<file path="src/rtl/sc_rowbank_pkg.sv">
// Shared select-code and FSM state definitions for the row bank.
// The select-producing state machine uses the same codes.
package sc_rowbank_pkg;

    localparam int DEF_ROW_WIDTH    = 8;
    localparam int DEF_NUM_ROWS     = 8;
    localparam int DEF_SELECT_WIDTH = 2;

    typedef enum logic [1:0] {
        SEL_CLEAR = 2'd0,
        SEL_HOLD  = 2'd1,
        SEL_LOAD  = 2'd2,
        SEL_RSVD  = 2'd3
    } sel_code_e;

    typedef enum logic [1:0] {
        IDLE   = 2'd0,
        UPDATE = 2'd1,
        DONE   = 2'd2
    } state_e;

    // The reserved code behaves exactly like HOLD, so fold it away here.
    function automatic sel_code_e decode_sel(input logic [1:0] code);
        sel_code_e c;
        c = sel_code_e'(code);
        if (c == SEL_RSVD) begin
            c = SEL_HOLD;
        end
        return c;
    endfunction

endpackage

</file>
<file path="src/rtl/sc_rowbank_if.sv">
// Bus between the select-code producer (master) and the row bank (slave).
interface sc_rowbank_if #(
    parameter int ROW_WIDTH    = 8,
    parameter int NUM_ROWS     = 8,
    parameter int SELECT_WIDTH = 2
);

    logic [NUM_ROWS*SELECT_WIDTH-1:0] SC_ROWBANK_SELECT_IN;
    logic                             SC_ROWBANK_APPLY_InLow;
    logic [ROW_WIDTH-1:0]             SC_ROWBANK_DATA_IN;
    logic                             SC_ROWBANK_SCROLL_InHigh;
    logic [NUM_ROWS*ROW_WIDTH-1:0]    SC_ROWBANK_ROWS_OUT;
    logic                             SC_ROWBANK_BUSY_OutHigh;
    logic                             SC_ROWBANK_DONE_OutHigh;

    modport master (
        output SC_ROWBANK_SELECT_IN,
        output SC_ROWBANK_APPLY_InLow,
        output SC_ROWBANK_DATA_IN,
        output SC_ROWBANK_SCROLL_InHigh,
        input  SC_ROWBANK_ROWS_OUT,
        input  SC_ROWBANK_BUSY_OutHigh,
        input  SC_ROWBANK_DONE_OutHigh
    );

    modport slave (
        input  SC_ROWBANK_SELECT_IN,
        input  SC_ROWBANK_APPLY_InLow,
        input  SC_ROWBANK_DATA_IN,
        input  SC_ROWBANK_SCROLL_InHigh,
        output SC_ROWBANK_ROWS_OUT,
        output SC_ROWBANK_BUSY_OutHigh,
        output SC_ROWBANK_DONE_OutHigh
    );

endinterface

</file>
<file path="src/rtl/sc_rowbank_edge.sv">
// Falling-edge detector for the active-low apply request.
// History resets to 1 so a low level after reset counts as a fresh request.
module sc_rowbank_edge (
    input  logic clk,
    input  logic rst,
    input  logic apply_n,
    output logic apply_evt
);

    logic prev_q;

    always_ff @(posedge clk) begin
        if (rst) begin
            prev_q <= 1'b1;
        end else begin
            prev_q <= apply_n;
        end
    end

    assign apply_evt = prev_q & ~apply_n;

endmodule

</file>
<file path="src/rtl/sc_rowbank.sv">
// Registered row bank: applies latched per-row select codes one row per clock
// after an apply request, and scrolls the image down on scroll ticks when idle.
module sc_rowbank
    import sc_rowbank_pkg::*;
#(
    parameter int ROW_WIDTH    = DEF_ROW_WIDTH,
    parameter int NUM_ROWS     = DEF_NUM_ROWS,
    parameter int SELECT_WIDTH = DEF_SELECT_WIDTH
) (
    input logic        SC_ROWBANK_CLOCK_50,
    input logic        SC_ROWBANK_RESET_InHigh,
    sc_rowbank_if.slave bus
);

    localparam int IDX_W = (NUM_ROWS > 1) ? $clog2(NUM_ROWS) : 1;
    localparam logic [IDX_W-1:0] LAST_IDX = IDX_W'(NUM_ROWS - 1);

    logic clk;
    logic rst;

    assign clk = SC_ROWBANK_CLOCK_50;
    assign rst = SC_ROWBANK_RESET_InHigh;

    state_e                              state_q, state_d;
    logic [IDX_W-1:0]                    idx_q, idx_d;
    logic                                pend_q, pend_d;
    logic [NUM_ROWS*SELECT_WIDTH-1:0]    sel_q;
    logic [NUM_ROWS-1:0][ROW_WIDTH-1:0]  rows_q;
    logic                                busy_q;
    logic                                done_q;

    logic                                apply_evt;
    logic                                do_latch;
    logic                                do_scroll;
    logic                                do_write;
    logic [SELECT_WIDTH-1:0]             cur_sel;

    sc_rowbank_edge u_edge (
        .clk       (clk),
        .rst       (rst),
        .apply_n   (bus.SC_ROWBANK_APPLY_InLow),
        .apply_evt (apply_evt)
    );

    assign cur_sel = sel_q[idx_q*SELECT_WIDTH +: SELECT_WIDTH];

    always_ff @(posedge clk) begin
        if (rst) begin
            state_q <= IDLE;
            idx_q   <= '0;
            pend_q  <= 1'b0;
            busy_q  <= 1'b0;
            done_q  <= 1'b0;
        end else begin
            state_q <= state_d;
            idx_q   <= idx_d;
            pend_q  <= pend_d;
            busy_q  <= (state_d != IDLE);
            done_q  <= (state_d == DONE);
        end
    end

    // Apply wins over scroll in IDLE; any tick that cannot run now is remembered once.
    always_comb begin
        state_d   = state_q;
        idx_d     = idx_q;
        pend_d    = pend_q;
        do_latch  = 1'b0;
        do_scroll = 1'b0;
        do_write  = 1'b0;
        case (state_q)
            IDLE: begin
                if (apply_evt) begin
                    state_d  = UPDATE;
                    idx_d    = '0;
                    do_latch = 1'b1;
                    if (bus.SC_ROWBANK_SCROLL_InHigh) begin
                        pend_d = 1'b1;
                    end
                end else if (bus.SC_ROWBANK_SCROLL_InHigh || pend_q) begin
                    do_scroll = 1'b1;
                    pend_d    = 1'b0;
                end
            end
            UPDATE: begin
                do_write = 1'b1;
                if (bus.SC_ROWBANK_SCROLL_InHigh) begin
                    pend_d = 1'b1;
                end
                if (idx_q == LAST_IDX) begin
                    state_d = DONE;
                end else begin
                    idx_d = idx_q + 1'b1;
                end
            end
            DONE: begin
                if (bus.SC_ROWBANK_SCROLL_InHigh) begin
                    pend_d = 1'b1;
                end
                state_d = IDLE;
            end
            default: begin
                state_d = IDLE;
            end
        endcase
    end

    always_ff @(posedge clk) begin
        if (rst) begin
            rows_q <= '0;
            sel_q  <= '0;
        end else begin
            if (do_latch) begin
                sel_q <= bus.SC_ROWBANK_SELECT_IN;
            end
            if (do_scroll) begin
                rows_q <= {rows_q[NUM_ROWS-2:0], bus.SC_ROWBANK_DATA_IN};
            end else if (do_write) begin
                case (decode_sel(cur_sel))
                    SEL_CLEAR: rows_q[idx_q] <= '0;
                    SEL_LOAD:  rows_q[idx_q] <= bus.SC_ROWBANK_DATA_IN;
                    default:   rows_q[idx_q] <= rows_q[idx_q];
                endcase
            end
        end
    end

    assign bus.SC_ROWBANK_ROWS_OUT     = rows_q;
    assign bus.SC_ROWBANK_BUSY_OutHigh = busy_q;
    assign bus.SC_ROWBANK_DONE_OutHigh = done_q;

endmodule

</file>
<file path="src/flat_wrapper.sv">
// flat-port wrapper written by rule: the top's interface ports become plain ports
module sc_rowbank_flat import sc_rowbank_pkg::*;
#(
    parameter int ROW_WIDTH    = DEF_ROW_WIDTH,
    parameter int NUM_ROWS     = DEF_NUM_ROWS,
    parameter int SELECT_WIDTH = DEF_SELECT_WIDTH
)
  (SC_ROWBANK_CLOCK_50, SC_ROWBANK_RESET_InHigh, bus_SC_ROWBANK_SELECT_IN, bus_SC_ROWBANK_APPLY_InLow, bus_SC_ROWBANK_DATA_IN, bus_SC_ROWBANK_SCROLL_InHigh, bus_SC_ROWBANK_ROWS_OUT, bus_SC_ROWBANK_BUSY_OutHigh, bus_SC_ROWBANK_DONE_OutHigh);
  sc_rowbank_if #(.ROW_WIDTH(ROW_WIDTH), .NUM_ROWS(NUM_ROWS), .SELECT_WIDTH(SELECT_WIDTH)) bus_i ();
  input logic SC_ROWBANK_CLOCK_50;
  input logic SC_ROWBANK_RESET_InHigh;
  input wire logic [$bits(bus_i.SC_ROWBANK_SELECT_IN)-1:0] bus_SC_ROWBANK_SELECT_IN;
  input wire logic [$bits(bus_i.SC_ROWBANK_APPLY_InLow)-1:0] bus_SC_ROWBANK_APPLY_InLow;
  input wire logic [$bits(bus_i.SC_ROWBANK_DATA_IN)-1:0] bus_SC_ROWBANK_DATA_IN;
  input wire logic [$bits(bus_i.SC_ROWBANK_SCROLL_InHigh)-1:0] bus_SC_ROWBANK_SCROLL_InHigh;
  output wire logic [$bits(bus_i.SC_ROWBANK_ROWS_OUT)-1:0] bus_SC_ROWBANK_ROWS_OUT;
  output wire logic [$bits(bus_i.SC_ROWBANK_BUSY_OutHigh)-1:0] bus_SC_ROWBANK_BUSY_OutHigh;
  output wire logic [$bits(bus_i.SC_ROWBANK_DONE_OutHigh)-1:0] bus_SC_ROWBANK_DONE_OutHigh;
  assign bus_i.SC_ROWBANK_SELECT_IN = bus_SC_ROWBANK_SELECT_IN;
  assign bus_i.SC_ROWBANK_APPLY_InLow = bus_SC_ROWBANK_APPLY_InLow;
  assign bus_i.SC_ROWBANK_DATA_IN = bus_SC_ROWBANK_DATA_IN;
  assign bus_i.SC_ROWBANK_SCROLL_InHigh = bus_SC_ROWBANK_SCROLL_InHigh;
  assign bus_SC_ROWBANK_ROWS_OUT = bus_i.SC_ROWBANK_ROWS_OUT;
  assign bus_SC_ROWBANK_BUSY_OutHigh = bus_i.SC_ROWBANK_BUSY_OutHigh;
  assign bus_SC_ROWBANK_DONE_OutHigh = bus_i.SC_ROWBANK_DONE_OutHigh;
  sc_rowbank #(.ROW_WIDTH(ROW_WIDTH), .NUM_ROWS(NUM_ROWS), .SELECT_WIDTH(SELECT_WIDTH)) u_core (.SC_ROWBANK_CLOCK_50(SC_ROWBANK_CLOCK_50), .SC_ROWBANK_RESET_InHigh(SC_ROWBANK_RESET_InHigh), .bus(bus_i));
endmodule
</file>
<file path="config.mk">
export PLATFORM = sky130hd
export DESIGN_NAME = sc_rowbank_flat
export DESIGN_NICKNAME = d
export VERILOG_FILES = /design/src/rtl/sc_rowbank_pkg.sv /design/src/rtl/sc_rowbank_if.sv /design/src/rtl/sc_rowbank_edge.sv /design/src/rtl/sc_rowbank.sv /design/src/flat_wrapper.sv
export SDC_FILE = /design/constraint.sdc
export NUM_CORES = 1
export LEC_CHECK = 0
export CAP_MARGIN = 10
export CORE_MARGIN = 5
export CORE_UTILIZATION = 49
export DETAILED_ROUTE_END_ITERATION = 12
export MAX_ROUTING_LAYER = met4
export PLACE_DENSITY = 0.74
export SLEW_MARGIN = 10
export SYNTH_ARGS = -nofsm -noshare
export SYNTH_HDL_FRONTEND = slang
export SYNTH_SLANG_ARGS = --single-unit
</file>
<file path="constraint.sdc">
create_clock -name SC_ROWBANK_CLOCK_50 -period 2.9 [get_ports SC_ROWBANK_CLOCK_50]
set_input_delay 0.58 -clock SC_ROWBANK_CLOCK_50 [delete_from_list [all_inputs] [get_ports SC_ROWBANK_CLOCK_50]]
set_output_delay 0.58 -clock SC_ROWBANK_CLOCK_50 [all_outputs]
set_load 0.02 [all_outputs]
</file>
Word level (Yosys, flattened, before mapping) --
Cells that the tools add are included.
Storage, ports and cells: bits in registers 89, bits in latches 0, bits in writable memories 0, ROM bits 0, input bits 28, word-level logic and storage cells 72, memories 0
Operators by class: add/subtract/negate cells 1, multipliers 0, divide/modulo/power cells 0, magnitude comparators 2, equality and inequality tests 9, shifts and indexed selects 1, mux-type cells 29, bitwise operators 4, reduce and logical (&&, ||, !) cells 11
Operators with widths (count):
- $bwmux 64 | 2
- $mux 64 | 2
- $pmux 64 s2 | 1
- $and 64x64->64 | 1
- $not 64->64 | 1
- $bmux 8 s3 | 1
- $demux 8 s3 | 1
- $mux 8 | 2
- $shiftx 16x5->2 | 1
- $mux 2 | 6
- $mux 1 | 9
- $eq 2x2->1 const B | 4
- $reduce_bool 2->1 | 4
- $mux 3 | 2
- $pmux 3 s2 | 1
- $logic_not 2->1 | 2
- $lt 3x4->1 const B | 1
- $pmux 2 s2 | 1
- $add 3x1->3 const B | 1
- $eq 3x3->1 const B | 1
- $ge 3x1->1 const B | 1
- $ne 3x1->1 const B | 1
- $reduce_and 3->1 | 1
- $eq 2x1->1 const B | 1
- 9 further kinds | 9

Logic depth before layout (Yosys ltp) --
Gate-level depths: netlist (run 1).
depth after elaboration 10, gate-level depth with buffers 10

Modules after synthesis --
A second synthesis (run 1) with hierarchy kept.
Second synthesis, totals: cells, all modules 820, area, all modules 6160.9 um^2
By module, submodules not included:
- sc_rowbank | times used 1, cells an instance 817, area an instance 6125.9 um^2, seq. area each 1761.7 um^2
- sc_rowbank_edge | times used 1, cells an instance 3, area an instance 35.0 um^2, seq. area each 20.0 um^2

Least setup slack after synthesis (run 1) --
OpenSTA, ideal clock, no wires.
kind reg2reg, start point register u_core.idx_q[0], end point register u_core.rows_q, in the netlist u_core.bus.SC_ROWBANK_ROWS_OUT[31], arrival time 2035 ps, required time 2778 ps, path slack 743 ps, cell stages (with the launch flop) 8, buffers on the path 2, path through dfxtp_1 > buf_6 > mux2i_1 > nor2_1 > or4_4 > buf_6 > a31o_4 > a221o_1
On the way: cells in the longest elaborated chain, start to end 10, elaborated cells between the ends (all ways) 22
Ends and longest elaborated chain:
- start: declaration | line sc_rowbank.sv:25 | logic [IDX_W-1:0] idx_q, idx_d;
- start signal: assignment | line sc_rowbank.sv:56 | idx_q <= idx_d;
- $shiftx 16x5->2 | line sc_rowbank.sv:45 | assign cur_sel = sel_q[idx_q*SELECT_WIDTH +: SELECT_WIDTH];
- $eq 2x2->1 | line sc_rowbank_pkg.sv:26 | if (c == SEL_RSVD) begin
- $mux 2 | line sc_rowbank_pkg.sv:26
- $mux 2 | line sc_rowbank.sv:118 | end else if (do_write) begin
- $mux 2 | line sc_rowbank.sv:116 | if (do_scroll) begin
- $mux 2 | line sc_rowbank.sv:109 | if (rst) begin
- $eq 2x2->1 or $logic_not 2->1 (tied branches) | line sc_rowbank.sv:119 | case (decode_sel(cur_sel))
- $pmux 64 s2 * | line sc_rowbank.sv:119
- $mux 64 * | line sc_rowbank.sv:118
- $mux 64 * | line sc_rowbank.sv:116
- end signal: assignment | line sc_rowbank.sv:117 | rows_q <= {rows_q[NUM_ROWS-2:0], bus.SC_ROWBANK_DATA_IN};
- end signal: indexed assignment | line sc_rowbank.sv:121 | SEL_LOAD: rows_q[idx_q] <= bus.SC_ROWBANK_DATA_IN;
- end signal: indexed assignment | line sc_rowbank.sv:122 | default: rows_q[idx_q] <= rows_q[idx_q];
- end: declaration | line sc_rowbank.sv:28 | logic [NUM_ROWS-1:0][ROW_WIDTH-1:0] rows_q;
Mark *: on every way between the ends. The rest lies on a longest branch, timed or not. The select of a mux whose other input is x is not followed. A chain may end at the register's enable or synchronous reset.

Worst setup path in the final report (run 1) --
start point register u_core.idx_q[0], end point register u_core.rows_q, in the netlist u_core.bus.SC_ROWBANK_ROWS_OUT[7]
The elaborated chain is that of the path after synthesis.

==> impl_metrics.json, run 1 <==
{
  "vdd.ir_drop.worst_mv": 0.307,
  "ctsRootBufferMaster": "clkbuf_16",
  "dieHeight_um": 119,
  "finish.net_count": 914,
  "io_buffers": 93,
  "power_density_nw_per_um2": 520,
  "area_share_of_the_largest_cell_type_after_synthesis_pct": 30.4,
  "first_iter_violations": 1147,
  "antenna_viol_nets_final": 0,
  "row_count": 40,
  "via_per_inst": 6.86,
  "drt-pass1-iter-count": 6,
  "cts.clk_slew.worst_paths_ps": 70,
  "finalNonFillerCells": 1034,
  "gr-total-overflow": 0,
  "setup_total_negative_slack_ps": 0,
  "hold_vio_cnt_final": 0,
  "cts_htree_levels": 3,
  "finalWeightedCongestion": 1.03,
  "grt_antenna_before_repair": 1,
  "netlist.top_cell.by_area": "dfxtp_1",
  "tritoncts.num_buffers": 9,
  "yosysWarningCount": 0,
  "placedCellCount": 1017,
  "ctsLongestPathBuffers": 2,
  "worstSetupStartpointType": "flop",
  "worst-setup-path-type": "reg -> reg",
  "wl_per_cell_um": 24.7,
  "grt_setup_unrepaired": "no",
  "worst_ep_required_time_ps": 3190,
  "drv_cap": 0,
  "ys_top_cells_by_area": "dfxtp_1 (30%), o21ai_0 (9.9%), nand2_1 (9.1%)",
  "core-area_um2": 11900,
  "cts_tree": "done",
  "worst-slew-pin-transition_ps": 965,
  "start_util_pct": 49.4,
  "fin_crit_ps": 2720,
  "timing.critical_path.arrival_ps": 3000,
  "synth_edf_count": 0,
  "num_io_pins": 94,
  "drc": 0,
  "final_util_pct": 62.3,
  "synth_async_sr_flop_share_pct": 0,
  "post-route-period-util_pct": 93.7,
  "relSlewSlack_pct": 35.7,
  "run_status": "completed",
  "syn_nets": 832,
  "finalMaxSlewViolations": 0,
  "die-width_um": 119,
  "clock_skews_ps": 6.98,
  "total_leakage_power_nw": 2.51,
  "timing.fmax_mhz": 368,
  "ys_types": 63,
  "drt_wl_total_um": 25500,
  "postSynth.topFlopCell": "dfxtp_1",
  "place_hpwl_um": 18300,
  "area_enclosed_by_the_die_boundary_um2": 14300,
  "routed-via-count": 7091,
  "postSynthRegisterBits": 89,
  "maximum_number_of_pins_on_one_net_before_global_route_repair": 82,
  "worst_skew_pair.late_latency_ps": 360,
  "drive_above_1_share_pct": 10.7,
  "crit_fanout": 13,
  "min_path_type": "reg -> reg",
  "synthesis.area_per_instance_um2": 7.34,
  "grt_first_pass_wirelength_um": 39400,
  "cells_after_synth": 799,
  "netlist_area_um2": 5860,
  "syn_to_final_growth_pct": 26.0,
  "clkSinkCount": 89,
  "post_cts_buffers": 0,
  "gr-usage-all-layers_pct": 36.3,
  "synth-seq-area-share_pct": 30.4,
  "worstSetupEndpointType": "flop",
  "first_global_vias": 6629,
  "finalSetupViolations": 0
}
## synth_stat cells, drive strengths merged, types with 2 or more instances
| master | n |
|---|---|
| nand2 | 147 |
| clkbuf | 39 |
| mux2 | 11 |
| o22a | 2 |
| a211oi | 4 |
| or3 | 2 |
| mux4 | 2 |
| nor2 | 30 |
| o211ai | 4 |
| inv | 12 |
| a22oi | 13 |
| nor2b | 6 |
| a22o | 5 |
| a31o | 8 |
| dfxtp | 89 |
| and2 | 9 |
| a32o | 4 |
| a221o | 5 |
| or2 | 3 |
| nor4 | 6 |
| and3 | 6 |
| a221oi | 22 |
| mux2i | 16 |
| nand4 | 11 |
| a211o | 3 |
| o21ai | 135 |
| nand3 | 19 |
| nand2b | 11 |
| a31oi | 14 |
| o221ai | 12 |
| o31ai | 4 |
| nor3 | 7 |
| buf | 23 |
| a21o | 7 |
| o2111ai | 6 |
| ha | 5 |
| o22ai | 2 |
| o311ai | 3 |
| a21oi | 80 |
## cell families (layout without fill, tap and decap cells)
kind of cell | after synthesis | count (layout) | share of synthesized area [%]
compound gates | 341 | 341 | 37.1
fa+ha+maj | 5 | 5 | 1.07
buf+inv | 75 | 162 | 5.63
flops | 89 | 89 | 30.4
mux | 29 | 29 | 5.61
other cells | 0 | 1 | 0
simple gates | 260 | 260 | 20.2
## cell usage in the layout, fill, tap and decap left out, drive strengths merged, types with 6 or more instances in the layout
cell	Yosys	layout
a21o	7	7
a21oi	80	80
a221oi	22	22
a22oi	13	13
a31o	8	8
a31oi	14	14
and2	9	9
and3	6	6
buf	23	40
clkbuf	39	13
clkdlybuf4s50	0	93
dfxtp	89	89
inv	12	12
mux2	11	11
mux2i	16	16
nand2	147	147
nand2b	11	11
nand3	19	19
nand4	11	11
nor2	30	30
nor2b	6	6
nor3	7	7
nor4	6	6
o2111ai	6	6
o21ai	135	135
o221ai	12	12
## worst max-delay path, cell delays in order (launching register included)
cell and delay, ps:
dfxtp_1 530, buf_4 250, buf_4 230, nor2b_1 560, a221oi_1 270, o221a_2 440
o22a_1 240, o21ai_1 130
## metal layers
layer	vias up	wire length (um)	track usage (%)
li1	3156	-	-
met1	3357	10500	49.7
met2	496	11300	52.1
met3	82	2810	7.79
met4	0	947	14.7
met5	-	0	-
## worst paths after layout
path,startpoint,to,slack [ps],depth (start not counted)
max,u_core.idx_q[0],u_core.bus.SC_ROWBANK_ROWS_OUT[7],180,7
min,u_core.sel_q[7],u_core.sel_q[7],460,2
max reg2reg,u_core.idx_q[0],u_core.bus.SC_ROWBANK_ROWS_OUT[7],180,7
min reg2reg,u_core.sel_q[7],u_core.sel_q[7],460,2
## per-stage QoR
step / hold WS (ps) / power (mW) / cell area (um^2) / worst slack, ps
final: 457 / 3.84 / 7390 / 184
after global routing: 477 / 3.95 / 7390 / 11.7
after CTS: 459 / 3.80 / 7380 / 230
after detailed placement: 450 / 2.53 / 7060 / 214
after global placement: 444 / 2.51 / 7060 / 287
after floorplan: 432 / 2.05 / 5860 / 743
## area by class of cell
cell class	count	area [um^2]
fillers	1069	4470
multi-input cells	635	3760
flip-flops and latches	89	1780
repair buffers	133	1280
clock buffers	13	280
well taps	147	184
inverters	13	48.8
clock inverters	3	46.3
diodes	1	2.50
## flip-flops by register name, indices dropped and copies added (netlist names)
signal / cells
u_core.state_q: 2
u_core.bus.SC_ROWBANK_ROWS_OUT: 64
u_core.idx_q: 3
u_core.pend_q: 1
u_core.u_edge.prev_q: 1
u_core.bus.SC_ROWBANK_BUSY_OutHigh: 1
u_core.bus.SC_ROWBANK_DONE_OutHigh: 1
u_core.sel_q: 16
## repair_timing
action,4_1_cts,5_1_grt
hold buffers,0,0
setup endpoints to repair,0,3
hold endpoints to repair,0,0
gates resized for setup,0,1
## where the power goes
group	internal (mW)	total, mW	switching (mW)
registers	1.31	1.47	0.155
clock network	0.765	1.30	0.538
logic	0.427	1.07	0.642
total	2.51	3.84	1.34
Note: power is estimated with default switching activity, not from simulation.
==> run 2, diff against run 1 <==
--- a/config.mk
+++ b/config.mk
@@ -6,12 +6,11 @@
 export NUM_CORES = 1
 export LEC_CHECK = 0
 export CAP_MARGIN = 10
-export CORE_MARGIN = 5
+export CORE_MARGIN = 3
 export CORE_UTILIZATION = 49
 export DETAILED_ROUTE_END_ITERATION = 12
 export MAX_ROUTING_LAYER = met4
 export PLACE_DENSITY = 0.74
-export SLEW_MARGIN = 10
 export SYNTH_ARGS = -nofsm -noshare
 export SYNTH_HDL_FRONTEND = slang
 export SYNTH_SLANG_ARGS = --single-unit
==> impl_metrics.json, run 2 (same netlist as run 1, synthesis figures left out) <==
{
  "internal_power_mw": 2.42,
  "critical_path_buffer_and_inverter_count": 1,
  "worst_ep_required_time_ps": 3140,
  "fin_area_um2": 7290,
  "grt_first_pass_wirelength_um": 35600,
  "post-route-period-util_pct": 92.4,
  "core-area_um2": 11600,
  "row_count": 39,
  "power.net_switching_mw": 1.28,
  "finish.net_count": 905,
  "area_enclosed_by_the_die_boundary_um2": 13300,
  "start_util_pct": 50.7,
  "post_cts_resized": 0,
  "drive_above_1_share_pct": 9.47,
  "crit_fanout": 40,
  "wl_per_cell_um": 22.7,
  "drt_wl_total_um": 23200,
  "finalMaxSlewViolations": 0,
  "cts_htree_levels": 3,
  "worstSetupEndpointType": "flop",
  "gr-total-overflow": 0,
  "maximum_number_of_pins_on_one_net_before_global_route_repair": 83,
  "slowest_cell_on_the_critical_path": "mux4_2",
  "worst-setup-path-type": "reg -> reg",
  "antenna_viol_nets_final": 0,
  "grt_antenna_before_repair": 0,
  "io_buffers": 93,
  "vdd.ir_drop.worst_mv": 0.398,
  "critPathMaxStageDelay_ps": 680,
  "num_io_pins": 94,
  "clock_skews_ps": 12.4,
  "timing.critical_path.arrival_ps": 2920,
  "largest_register_ff_count": 64,
  "power_density_nw_per_um2": 508,
  "syn_to_final_growth_pct": 24.4,
  "pwr-share-comb_pct": 28.0,
  "worstSetupStartpointType": "flop",
  "first_global_vias": 6457,
  "ctsRootBufferMaster": "clkbuf_16",
  "num_antenna_cells": 0,
  "final_util_pct": 63.1,
  "hold_vio_cnt_final": 0,
  "finalWeightedCongestion": 1.00,
  "setup_total_negative_slack_ps": 0,
  "swShare_pct": 34.6,
  "register_area_um2": 1780,
  "ctsLongestPathBuffers": 2,
  "total_leakage_power_nw": 2.44,
  "fin_crit_ps": 2680,
  "pwr-share-seq_pct": 39.2,
  "series_of_cell_instances_along_the_critical_path": "buf_12, mux2_1, mux4_2, and2_1, o21ai_0, a221oi_1, a211o_1",
  "clkSinkCount": 89,
  "drv_cap": 0,
  "worst-slew-pin-transition_ps": 688,
  "power_frac_clock_pct": 32.8,
  "layout.cells.most_common": "nand2_1",
  "post_cts_buffers": 0,
  "via_per_inst": 6.81,
  "routed-via-count": 6941,
  "cts.clk_slew.worst_paths_ps": 70,
  "critical-path-top-delay-family": "multiplexers",
  "fill_cells": 1019,
  "grt_setup_unrepaired": "no",
  "run_status": "completed",
  "min_path_type": "reg -> reg",
  "multiInputGateArea_um2": 3760,
  "dpl_cell_area_um2": 7000,
  "drt-pass1-iter-count": 6,
  "die-width_um": 115,
  "finalSetupViolations": 0,
  "cts_hold_buf": 0,
  "drc": 0,
  "cts_tree": "done",
  "worst_skew_pair.late_latency_ps": 360,
  "gr-usage-all-layers_pct": 35.6,
  "tritoncts.num_buffers": 9,
  "timing.fmax_mhz": 373,
  "first_iter_violations": 897,
  "mostFrequentLayoutCells": "nand2_1 (142), o21ai_0 (116), clkdlybuf4s50_1 (93)",
  "dieHeight_um": 115,
  "relSlewSlack_pct": 54.0,
  "place_hpwl_um": 16700
}
run 2: worst register-to-register path, stage by stage (launching register included):
cell,delay (ps)
dfxtp_1,360
buf_12,250
mux2_1,380
mux4_2,680
and2_1,300
o21ai_0,200
a221oi_1,150
a211o_1,260
run 2: worst paths after layout:
path | startpoint | slack [ps] | depth (start not counted) | to
max | u_core.idx_q[0] | 220 | 7 | u_core.bus.SC_ROWBANK_ROWS_OUT[58]
min | u_core.sel_q[7] | 460 | 2 | u_core.sel_q[7]
max reg2reg | u_core.idx_q[0] | 220 | 7 | u_core.bus.SC_ROWBANK_ROWS_OUT[58]
min reg2reg | u_core.sel_q[7] | 460 | 2 | u_core.sel_q[7]
run 2: metal layers:
metal	part of all wire, %	wire length (um)	vias up	track usage [%]
li1	-	-	3125	-
met5	0	0	-	-
met1	39	9150	3235	44.2
met4	4.3	1010	0	17.1
met2	46	10800	484	57.1
met3	9.7	2260	97	4.58
run 2: power groups by stage:
| stage | logic, mW | clock network (mW) | registers [mW] |
|---|---|---|---|
| 6_report | 1.04 | 1.21 | 1.45 |
| 3_5_place_dp | 1.01 | 0 | 1.47 |
| 5_1_grt | 1.11 | 1.26 | 1.46 |
| 2_1_floorplan | 0.542 | 0 | 1.51 |
| 4_1_cts | 1.02 | 1.22 | 1.44 |
| 3_3_place_gp | 0.991 | 0 | 1.47 |
run 2: layout make-up:
cell class	count	area share, %
Multi-Input combinational cell	635	51.6
Sequential cell	89	24.4
Timing Repair Buffer	124	16.8
Clock buffer	11	3.33
Tap cell	143	2.45
Clock inverter	4	0.738
Inverter	13	0.669
run 2: stage by stage:
step           setup slack (ps)  total power, mW  hold slack [ps]  instances
2_1_floorplan               743             2.05              432        799
3_3_place_gp                289             2.46              442       1004
3_5_place_dp                249             2.48              448       1004
4_1_cts                     257             3.68              457       1019
5_1_grt                     135             3.84              480       1019
6_report                    221             3.70              456       1019
==> RTL edit: new RTL, flow settings as in run 1 <==
Re-encode `state_e` (3 states) as one-hot, 3 bits wide.
--- a/src/rtl/sc_rowbank_pkg.sv
+++ b/src/rtl/sc_rowbank_pkg.sv
@@ -14,8 +14,8 @@
     } sel_code_e;
 
-    typedef enum logic [1:0] {
-        IDLE   = 2'd0,
-        UPDATE = 2'd1,
-        DONE   = 2'd2
+    typedef enum logic [2:0] {
+        IDLE   = 3'b001,
+        UPDATE = 3'b010,
+        DONE   = 3'b100
     } state_e;
 
Function: no difference found for any inputs over 4 cycles, from zero or initial values and one cycle with SC_ROWBANK_RESET_InHigh high; so few cycles prove little.
==> RTL edit against run 1 <==
Non-clock buffer count grew 1; design area grew 1.5%; die area grew 3.3%; global-route usage shrank 3.8 points; sequential cell count grew 1; worst setup slack lost 0.046 ns; final cell count grew 3.7%; wire length shrank 6.4%; core utilization shrank 0.13 points; synthesized cell count grew 2.6%; clock power shrank 5%; area after synthesis grew 3.6%; total power shrank 20%; critical endpoint is now u_core.bus.SC_ROWBANK_ROWS_OUT[34]$_SDFFE_PP0P_; highest routed layer unchanged.
==> RTL edit: results (changes against run 1) <==
clock transition at the registers of the reported paths=approximately 0.06 ns; Leak=2.54 nW (+1.4%); placed cell count=1056 (+3.8%); initial antenna violation count=0 (-1); cts repair resizes=0 (unchanged); GR Util met3=0.0695 (-0.00841); Synth Net Count=850 (+2.2%); diode count=0 (-1); CP Data Arrival Time=3.00 ns (about the same); met2 usage=0.483 (-0.0388); vias in the first global route=6571 (-0.87%); max FFs per register=64 (unchanged); Cells after Synth=820 (+2.6%); RePlAce Congestion=0.964 (-6.6%); total CTS buffers=9 (unchanged); Max H-tree Level=3 (unchanged); first-pass GRT wire length=36.9 mm (-6.3%); IO Port Bufs=93 (unchanged); largest net degree at the start of global routing=67 (-18%); share of cells above drive strength 1=0.0962 (-0.0110); drt drc=0 (unchanged); number of fill cells in the layout=1141 (+6.7%); Routed WL=23.9 mm (-6.4%); routed via count=7206 (+1.6%); YS warnings=0 (unchanged); Worst Tran Pin Value=1.15 ns (+0.186 ns); Crit Path Max Fanout=15 (+2); synth top area cells=dfxtp_1, a21oi_1, nand2_1; FFs w/ async S/R, synth=0 (unchanged); maximum vdd drop=0.358 mV (+17%); sequential fraction of the synthesis area=0.297 (-0.00728); Cell variety after synth=66 (+4.8%); Total GRT Usage=0.325 (-0.0381); first-iteration detailed-routing DRC count=1046 (-8.8%); most frequent cells after synthesis=nand2_1, a21oi_1, dfxtp_1; status=finished clean; post-detail-place hpwl=16.6 mm (-8.9%); DRT Pass-1 Iters=6 (unchanged); worst-case clock skew=0.00909 ns (+0.00212 ns); drt wl/cell=22.3 µm (-9.7%); fin nets=929 (+1.6%); met1 Use GR=0.437 (-0.0594)
RTL edit: cell types whose count changed in the layout (fill, tap and decap cells not counted), moves of 9 or more:
cell      change
a21oi_1      +42
o211ai_1     +14
a221oi_1     -16
o21ai_0      -58
nor3_1       +12
nor2_1       +14
nand2_1      +12
o221ai_1     -10
o31ai_1       +9
nand3_1      +10
RTL edit: area by class of cell:
type                       instances  share of cell area
sequential                        90               0.240
timing repair buffer             134               0.168
multi-input combinational        659               0.521
clock buffer                      14              0.0352
tap                              168              0.0280
inverter                           5             0.00250
clock inverter                     2             0.00467
RTL edit: where the power goes:
group / internal, W / switching, W
registers: 0.00127 / 0.0000407
clock network: 0.000716 / 0.000513
logic: 0.000204 / 0.000350
RTL edit: logic make-up after synthesis:
group           synth area share
simple gates               0.220
flops                      0.297
compound gates             0.355
fa+ha+maj                0.00412
mux                       0.0630
buf+inv                   0.0610
RTL edit: worst paths after layout:
path                                                    from                                               to  slack (ns)  depth (start not counted)
worst max-delay path            u_core.idx_q[1]$_SDFFE_PP0P_  u_core.bus.SC_ROWBANK_ROWS_OUT[34]$_SDFFE_PP0P_        0.14                          8
worst min-delay path            u_core.sel_q[3]$_SDFFE_PP0P_                     u_core.sel_q[3]$_SDFFE_PP0P_        0.46                          2
worst max register to register  u_core.idx_q[1]$_SDFFE_PP0P_  u_core.bus.SC_ROWBANK_ROWS_OUT[34]$_SDFFE_PP0P_        0.14                          8
worst min register to register  u_core.sel_q[3]$_SDFFE_PP0P_                     u_core.sel_q[3]$_SDFFE_PP0P_        0.46                          2
RTL edit: stage by stage:
step	instance area (µm²)	setup slack [ns]	power, W
after floorplan	6070	0.763	0.00166
after global placement	7200	0.0904	0.00186
after detailed placement	7200	0.0124	0.00187
after CTS	7500	0.291	0.00308
after global routing	7500	0.0120	0.00318
final	7500	0.138	0.00309
RTL edit: per-layer routing:
metal	vias up	routed length, µm
li1	3214	-
met1	3414	9790
met2	499	10600
met3	79	2630
met4	0	789
met5	-	0
RTL edit: critical path: stages (launching register included):
cell,delay [ns]
dfxtp_1,0.39
buf_4,0.23
nand2_1,0.13
o22ai_1,0.11
buf_4,0.19
o21ai_0,0.91
o21ai_0,0.20
a21boi_0,0.17
a221o_1,0.31
